[config.mk]
export PLATFORM = sky130hd
export DESIGN_NAME = tug_war_game_ctrl
export DESIGN_NICKNAME = d
export VERILOG_FILES = /design/src/rtl/tug_war_game_ctrl.sv
export SDC_FILE = /design/constraint.sdc
export NUM_CORES = 1
export LEC_CHECK = 0
export ABC_AREA = 1
export BUFFER_PORTS_ARGS = -buffer_cell sky130_fd_sc_hd__buf_2
export CORE_MARGIN = 5
export CORE_UTILIZATION = 40
export CTS_CLUSTER_DIAMETER = 30
export DETAILED_ROUTE_END_ITERATION = 10
export SLEW_MARGIN = 30
export SYNTH_ARGS = -nofsm -noshare
export SYNTH_HDL_FRONTEND = slang
export SYNTH_SLANG_ARGS = --single-unit
[constraint.sdc]
create_clock -name clk -period 2.8 [get_ports clk]
set_input_delay 0.28 -clock clk [delete_from_list [all_inputs] [get_ports clk]]
set_output_delay 0.28 -clock clk [all_outputs]
set_load 0.1 [all_outputs]
[src/rtl/tug_war_game_ctrl.sv]
// Round/match sequencer for the tug-of-war light field: turns button levels into
// one-cycle step pulses, detects round wins at the field edges and keeps match score.
module tug_war_game_ctrl #(
    parameter int SCORE_W   = 3,
    parameter int SCORE_MAX = 7,
    parameter int HOLD_CYC  = 4,
    parameter int RST_CYC   = 2
) (
    input  logic               clk,
    input  logic               Reset,
    input  logic               L_btn,
    input  logic               R_btn,
    input  logic               edge_left,
    input  logic               edge_right,
    output logic               step_left,
    output logic               step_right,
    output logic               field_rst,
    output logic [SCORE_W-1:0] l_score,
    output logic [SCORE_W-1:0] r_score,
    output logic [1:0]         winner,
    output logic               game_over
);

    localparam int CNT_MAX = (HOLD_CYC > RST_CYC) ? HOLD_CYC : RST_CYC;
    localparam int CNT_W   = $clog2(CNT_MAX + 1);

    typedef enum logic [1:0] {
        ST_RESTART    = 2'd0,
        ST_PLAY       = 2'd1,
        ST_ROUND_WON  = 2'd2,
        ST_MATCH_OVER = 2'd3
    } state_t;

    state_t             state_r, state_s;
    logic [CNT_W-1:0]   cnt_r, cnt_s;
    logic [SCORE_W-1:0] l_score_r, l_score_s;
    logic [SCORE_W-1:0] r_score_r, r_score_s;
    logic [1:0]         winner_r, winner_s;
    logic               game_over_r, game_over_s;
    logic               step_left_r, step_left_s;
    logic               step_right_r, step_right_s;
    logic               field_rst_r, field_rst_s;
    logic               lq_r, rq_r;

    logic               lp_s, rp_s;
    logic               win_l_s, win_r_s;
    logic               step_l_s, step_r_s;
    logic [SCORE_W-1:0] won_score_s;

    // Rising-edge press detect; a simultaneous press on both sides cancels out.
    // With both edges lit the field is faulty, so wins are suppressed but steps still go out.
    assign lp_s        = L_btn & ~lq_r;
    assign rp_s        = R_btn & ~rq_r;
    assign win_l_s     = lp_s & ~rp_s & edge_left & ~edge_right;
    assign win_r_s     = rp_s & ~lp_s & edge_right & ~edge_left;
    assign step_l_s    = lp_s & ~rp_s & ~win_l_s;
    assign step_r_s    = rp_s & ~lp_s & ~win_r_s;
    assign won_score_s = (winner_r == 2'b10) ? l_score_r : r_score_r;

    // Next-state and next-output computation; outputs are registered from these values.
    always_comb begin
        state_s      = state_r;
        cnt_s        = cnt_r;
        l_score_s    = l_score_r;
        r_score_s    = r_score_r;
        winner_s     = winner_r;
        game_over_s  = game_over_r;
        step_left_s  = 1'b0;
        step_right_s = 1'b0;
        field_rst_s  = 1'b0;
        case (state_r)
            ST_RESTART: begin
                winner_s = 2'b00;
                if (cnt_r == CNT_W'(RST_CYC - 1)) begin
                    state_s     = ST_PLAY;
                    cnt_s       = '0;
                    field_rst_s = 1'b0;
                end else begin
                    cnt_s       = cnt_r + CNT_W'(1);
                    field_rst_s = 1'b1;
                end
            end
            ST_PLAY: begin
                if (win_l_s) begin
                    l_score_s = l_score_r + SCORE_W'(1);
                    winner_s  = 2'b10;
                    state_s   = ST_ROUND_WON;
                    cnt_s     = '0;
                end else if (win_r_s) begin
                    r_score_s = r_score_r + SCORE_W'(1);
                    winner_s  = 2'b01;
                    state_s   = ST_ROUND_WON;
                    cnt_s     = '0;
                end else begin
                    step_left_s  = step_l_s;
                    step_right_s = step_r_s;
                end
            end
            ST_ROUND_WON: begin
                if (cnt_r == CNT_W'(HOLD_CYC - 1)) begin
                    cnt_s = '0;
                    if (won_score_s == SCORE_W'(SCORE_MAX)) begin
                        state_s     = ST_MATCH_OVER;
                        game_over_s = 1'b1;
                    end else begin
                        state_s     = ST_RESTART;
                        winner_s    = 2'b00;
                        field_rst_s = 1'b1;
                    end
                end else begin
                    cnt_s = cnt_r + CNT_W'(1);
                end
            end
            ST_MATCH_OVER: begin
                game_over_s = 1'b1;
            end
            default: begin
                state_s     = ST_RESTART;
                cnt_s       = '0;
                field_rst_s = 1'b1;
            end
        endcase
    end

    // State, counters, scores, output registers and button history.
    always_ff @(posedge clk) begin
        if (Reset) begin
            state_r      <= ST_RESTART;
            cnt_r        <= '0;
            l_score_r    <= '0;
            r_score_r    <= '0;
            winner_r     <= 2'b00;
            game_over_r  <= 1'b0;
            step_left_r  <= 1'b0;
            step_right_r <= 1'b0;
            field_rst_r  <= 1'b1;
            lq_r         <= 1'b1;
            rq_r         <= 1'b1;
        end else begin
            state_r      <= state_s;
            cnt_r        <= cnt_s;
            l_score_r    <= l_score_s;
            r_score_r    <= r_score_s;
            winner_r     <= winner_s;
            game_over_r  <= game_over_s;
            step_left_r  <= step_left_s;
            step_right_r <= step_right_s;
            field_rst_r  <= field_rst_s;
            lq_r         <= L_btn;
            rq_r         <= R_btn;
        end
    end

    assign step_left  = step_left_r;
    assign step_right = step_right_r;
    assign field_rst  = field_rst_r;
    assign l_score    = l_score_r;
    assign r_score    = r_score_r;
    assign winner     = winner_r;
    assign game_over  = game_over_r;

endmodule

==> impl.org <==
** Run status
- Status :: finished clean

** Worst setup path
- Delay of the slowest critical-path stage :: roughly 0.35 ns
- On the critical path the largest part of the delay comes from adder cells.
- CP required :: 3.04 ns
- Critical path capture point type :: flip-flop
- Counting buffers and inverters, the worst setup path is 7 cells deep.
- Measured in cells, the most critical reg-to-reg path has a length of 7.
- Data arrival time of the critical path :: 1.68 ns
- On the critical path, the stage with the largest delay is an instance of sky130_fd_sc_hd__dfxtp_1.
- The worst setup path is launched from a flip-flop.
- The critical path is of the flip-flop to flip-flop type.
- Cell repeated most along the worst path :: sky130_fd_sc_hd__ha_1
- Along the worst path, the maximum fanout reaches 3.
- Buffering stage count on the worst path with inverters included :: 1
- The signal on the critical path passes through ha_1 > ha_1 > nor2_2 > inv_1 > o21ai_0 > nand3_1 > a21oi_1.

** Die
- For this configuration, the core starts out at a cell density of between 40 and 50%.
- Std cell rows :: 18
- IO Count :: 18
- Core region area :: 2500 sq um
- The die covers 3760 sq um.
- Floorplan die width :: 61.32 microns
- Vert. Die Dim :: 61.32 microns

** Run
- Across the run, the number of max-cap violations was 0.

** Routing
- Sum of routed wire length over all layers :: around 1.9 mm
- TritonRoute pass-1 iters :: 4
- Via-to-Cell Ratio :: 4.585
- The detailed router finished its first iteration with 41 violations.
- DR vias :: 894
- For this run, design rule violations remaining after detail routing come to 0.
- Dividing the detail-routed wire length by the instance count gives 9.918 microns.
- Count of antenna-violating nets left after detailed routing :: 0

** Clocking
- After clock tree synthesis, the flow added hold-fix buffers numbering 0.
- H-tree levels :: 1
- TritonCTS buffer count :: 3
- CTS tree :: yes
- Clock sink count :: 19
- Clock latency on the worst-skew pair :: 0.30 ns
- Clock-pin slew was measured on the worst setup and hold paths at 0.11 ns.
- The number of gates resized after CTS was 0.
- CTS Root Buffer Type :: sky130_fd_sc_hd__clkbuf_4
- After clock tree synthesis, the setup repair step added 0 buffers.
- Max clock buf depth :: 2

** GRT
- The number of global-route vias before repair was approximately 840.
- Across every metal layer, demand over resource in global routing totals 11.80%.
- Pin count of the biggest net entering global routing :: 16
- Global-route wire length before repair :: ~3.3 mm
- Initial antenna violation count :: 0
- For this run the aggregate overflow at the end of global routing stands at 0.

** Layout
- The count of cells in the finished layout, fillers not included, comes to about 200.
- Of the cells placed in the final design, the portion with a size suffix greater than 1 is 18.79%.
- Ant. Diodes :: 0
- After the last flow step, the layout net total stands at 183.
- Filler Cell Count :: between 200 and 300
- Summing all flip-flop and latch instances after layout gives 380.4 sq um.
- Multi-input gate area in the final layout :: 556.8 sq um
- Layout Area Growth over Synthesis :: 13.18%

** Pwr
- IR analysis of the VDD net gives a maximum drop of approximately 0.00057 V.
- Reported leakage power :: 0.0006192 uW
- Dividing total power by cell area gives a power density of ~970 nW/um^2.

** Timing
- Slew Viols, Final :: 0
- Tmin final :: 1.440 ns
- For the pin with the worst max-slew slack, the measured transition is just under 0.5 ns.
- Worst setup slack after layout :: ~1.4 ns
- The clock arrives with 0.005339 ns of skew.
- Setup TNS :: 0 ns
- In the finished design, the share of the clock period the worst path needs comes to 51.42%.
- Hold timing on the final database bottoms out at a slack of 0.1702 ns.
- Final Hold Vio Count :: 0
- Final setup violating endpoints :: 0
- Highest Clock Rate :: 694.5 MHz
- RSZ-0062 raised after global routing :: no
- Headroom to the max-slew limit came out at just under 70%.

** Min path
- Worst hold path stage count :: 2
- The tightest min-delay check is of the primary input to flip-flop type.

** Placed design
- In this run the tool buffered the top-level ports with 17 buffer cells.
- At the placement stage, the worst setup path has a slack of around 1.4 ns.
- DPL Wire Length :: 1.567 mm
- Placed Cells :: between 150 and 200
- Routability-driven placement finished with a final weighted congestion of 0.8295.

** Logic synthesis
- Number of nets produced by synthesis :: around 160
- Each instance of the synthesized netlist takes up on average 7.266 sq um.
- Register bit count reported by yosys :: 19
- Part of the Yosys area used for sequential elements :: 36.10%
- Instance count of the mapped netlist :: roughly 150
- For this run, the number of Yosys warnings is 0.
- After synthesis, the netlist uses 18 different library cells.
- Area of the mapped netlist :: 1054 sq um
[worst paths after layout]
check / end / slack (ns) / start
worst min-delay path: game_over$_SDFFE_PP0P_ / 0.17 / Reset
worst max-delay path: cnt_r[0]$_SDFFE_PP0P_ / 1.36 / cnt_r[0]$_SDFFE_PP0P_
worst max register to register: cnt_r[0]$_SDFFE_PP0P_ / 1.36 / cnt_r[0]$_SDFFE_PP0P_
worst min register to register: r_score[2]$_SDFFE_PP0P_ / 0.49 / r_score[2]$_SDFFE_PP0P_
[report_power, final]
group	leakage, uW	switching [uW]	internal (uW)
Combinational	0.000446	454	196
Clock	0.0000177	87.2	53.2
Sequential	0.000155	36.9	329
Total	0.000619	578	578
[area by class of cell]
cell class	instances	share of cell area (%)
Clock buffer	3	1.889
Clock inverter	1	0.4197
Inverter	28	8.814
Multi-Input combinational cell	97	46.69
Sequential cell	19	31.90
Tap cell	30	3.148
Timing Repair Buffer	17	7.135
[synthesized netlist by cell type, drive strengths merged]
cell | number | area, sq um
inv | 28 | 105.1
nand2 | 28 | 115.1
nor2 | 24 | 102.6
dfxtp | 19 | 380.4
ha | 11 | 137.6
o21ai | 11 | 55.05
a21oi | 10 | 50.05
nand3 | 10 | 77.58
buf | 1 | 11.26
nand4 | 1 | 6.260
o22ai | 1 | 6.260
or2 | 1 | 6.260
[registers in the layout, indices dropped and copies added, names as in the netlist]
signal      flops
cnt_r           3
l_score         3
r_score         3
state_r         2
winner          2
field_rst       1
game_over       1
lq_r            1
rq_r            1
step_left       1
step_right      1
[cells in the final DEF, fill, tap and decap left out, types with 6 or more instances in the layout]
cell / synthesis / layout
sky130_fd_sc_hd__buf_2: 0 / 17
sky130_fd_sc_hd__nand2_1: 26 / 26
sky130_fd_sc_hd__inv_1: 28 / 28
sky130_fd_sc_hd__nand3_1: 6 / 6
sky130_fd_sc_hd__nor2_1: 21 / 21
sky130_fd_sc_hd__a21oi_1: 10 / 10
sky130_fd_sc_hd__ha_1: 11 / 11
sky130_fd_sc_hd__o21ai_0: 11 / 11
sky130_fd_sc_hd__dfxtp_1: 19 / 19
[per-layer routing]
metal	wire length [microns]	part of all wire [%]	global-route usage (%)
met5	0	0	0
met4	0	0	1.858
met3	115	5.9	5.031
met2	924	48	20.69
met1	894	46	13.53
[kinds of logic (layout without fill, tap and decap cells)]
logic type | after synthesis | count (layout) | synth area share [%]
fa+ha+maj | 11 | 11 | 13.06
buf+inv | 29 | 49 | 11.04
compound gates | 22 | 22 | 10.57
simple gates | 64 | 64 | 29.22
flops | 19 | 19 | 36.10
[stage by stage]
stage	util [%]	cell area, sq um	total power, uW
2_1_floorplan	-	1054	917.1
3_3_place_gp	46.60	1165	1022
3_5_place_dp	46.60	1165	1028
4_1_cts	47.70	1192	1173
5_1_grt	47.70	1192	1267
6_report	47.70	1192	1156
No activity file was read; power rests on OpenSTA's default activity.
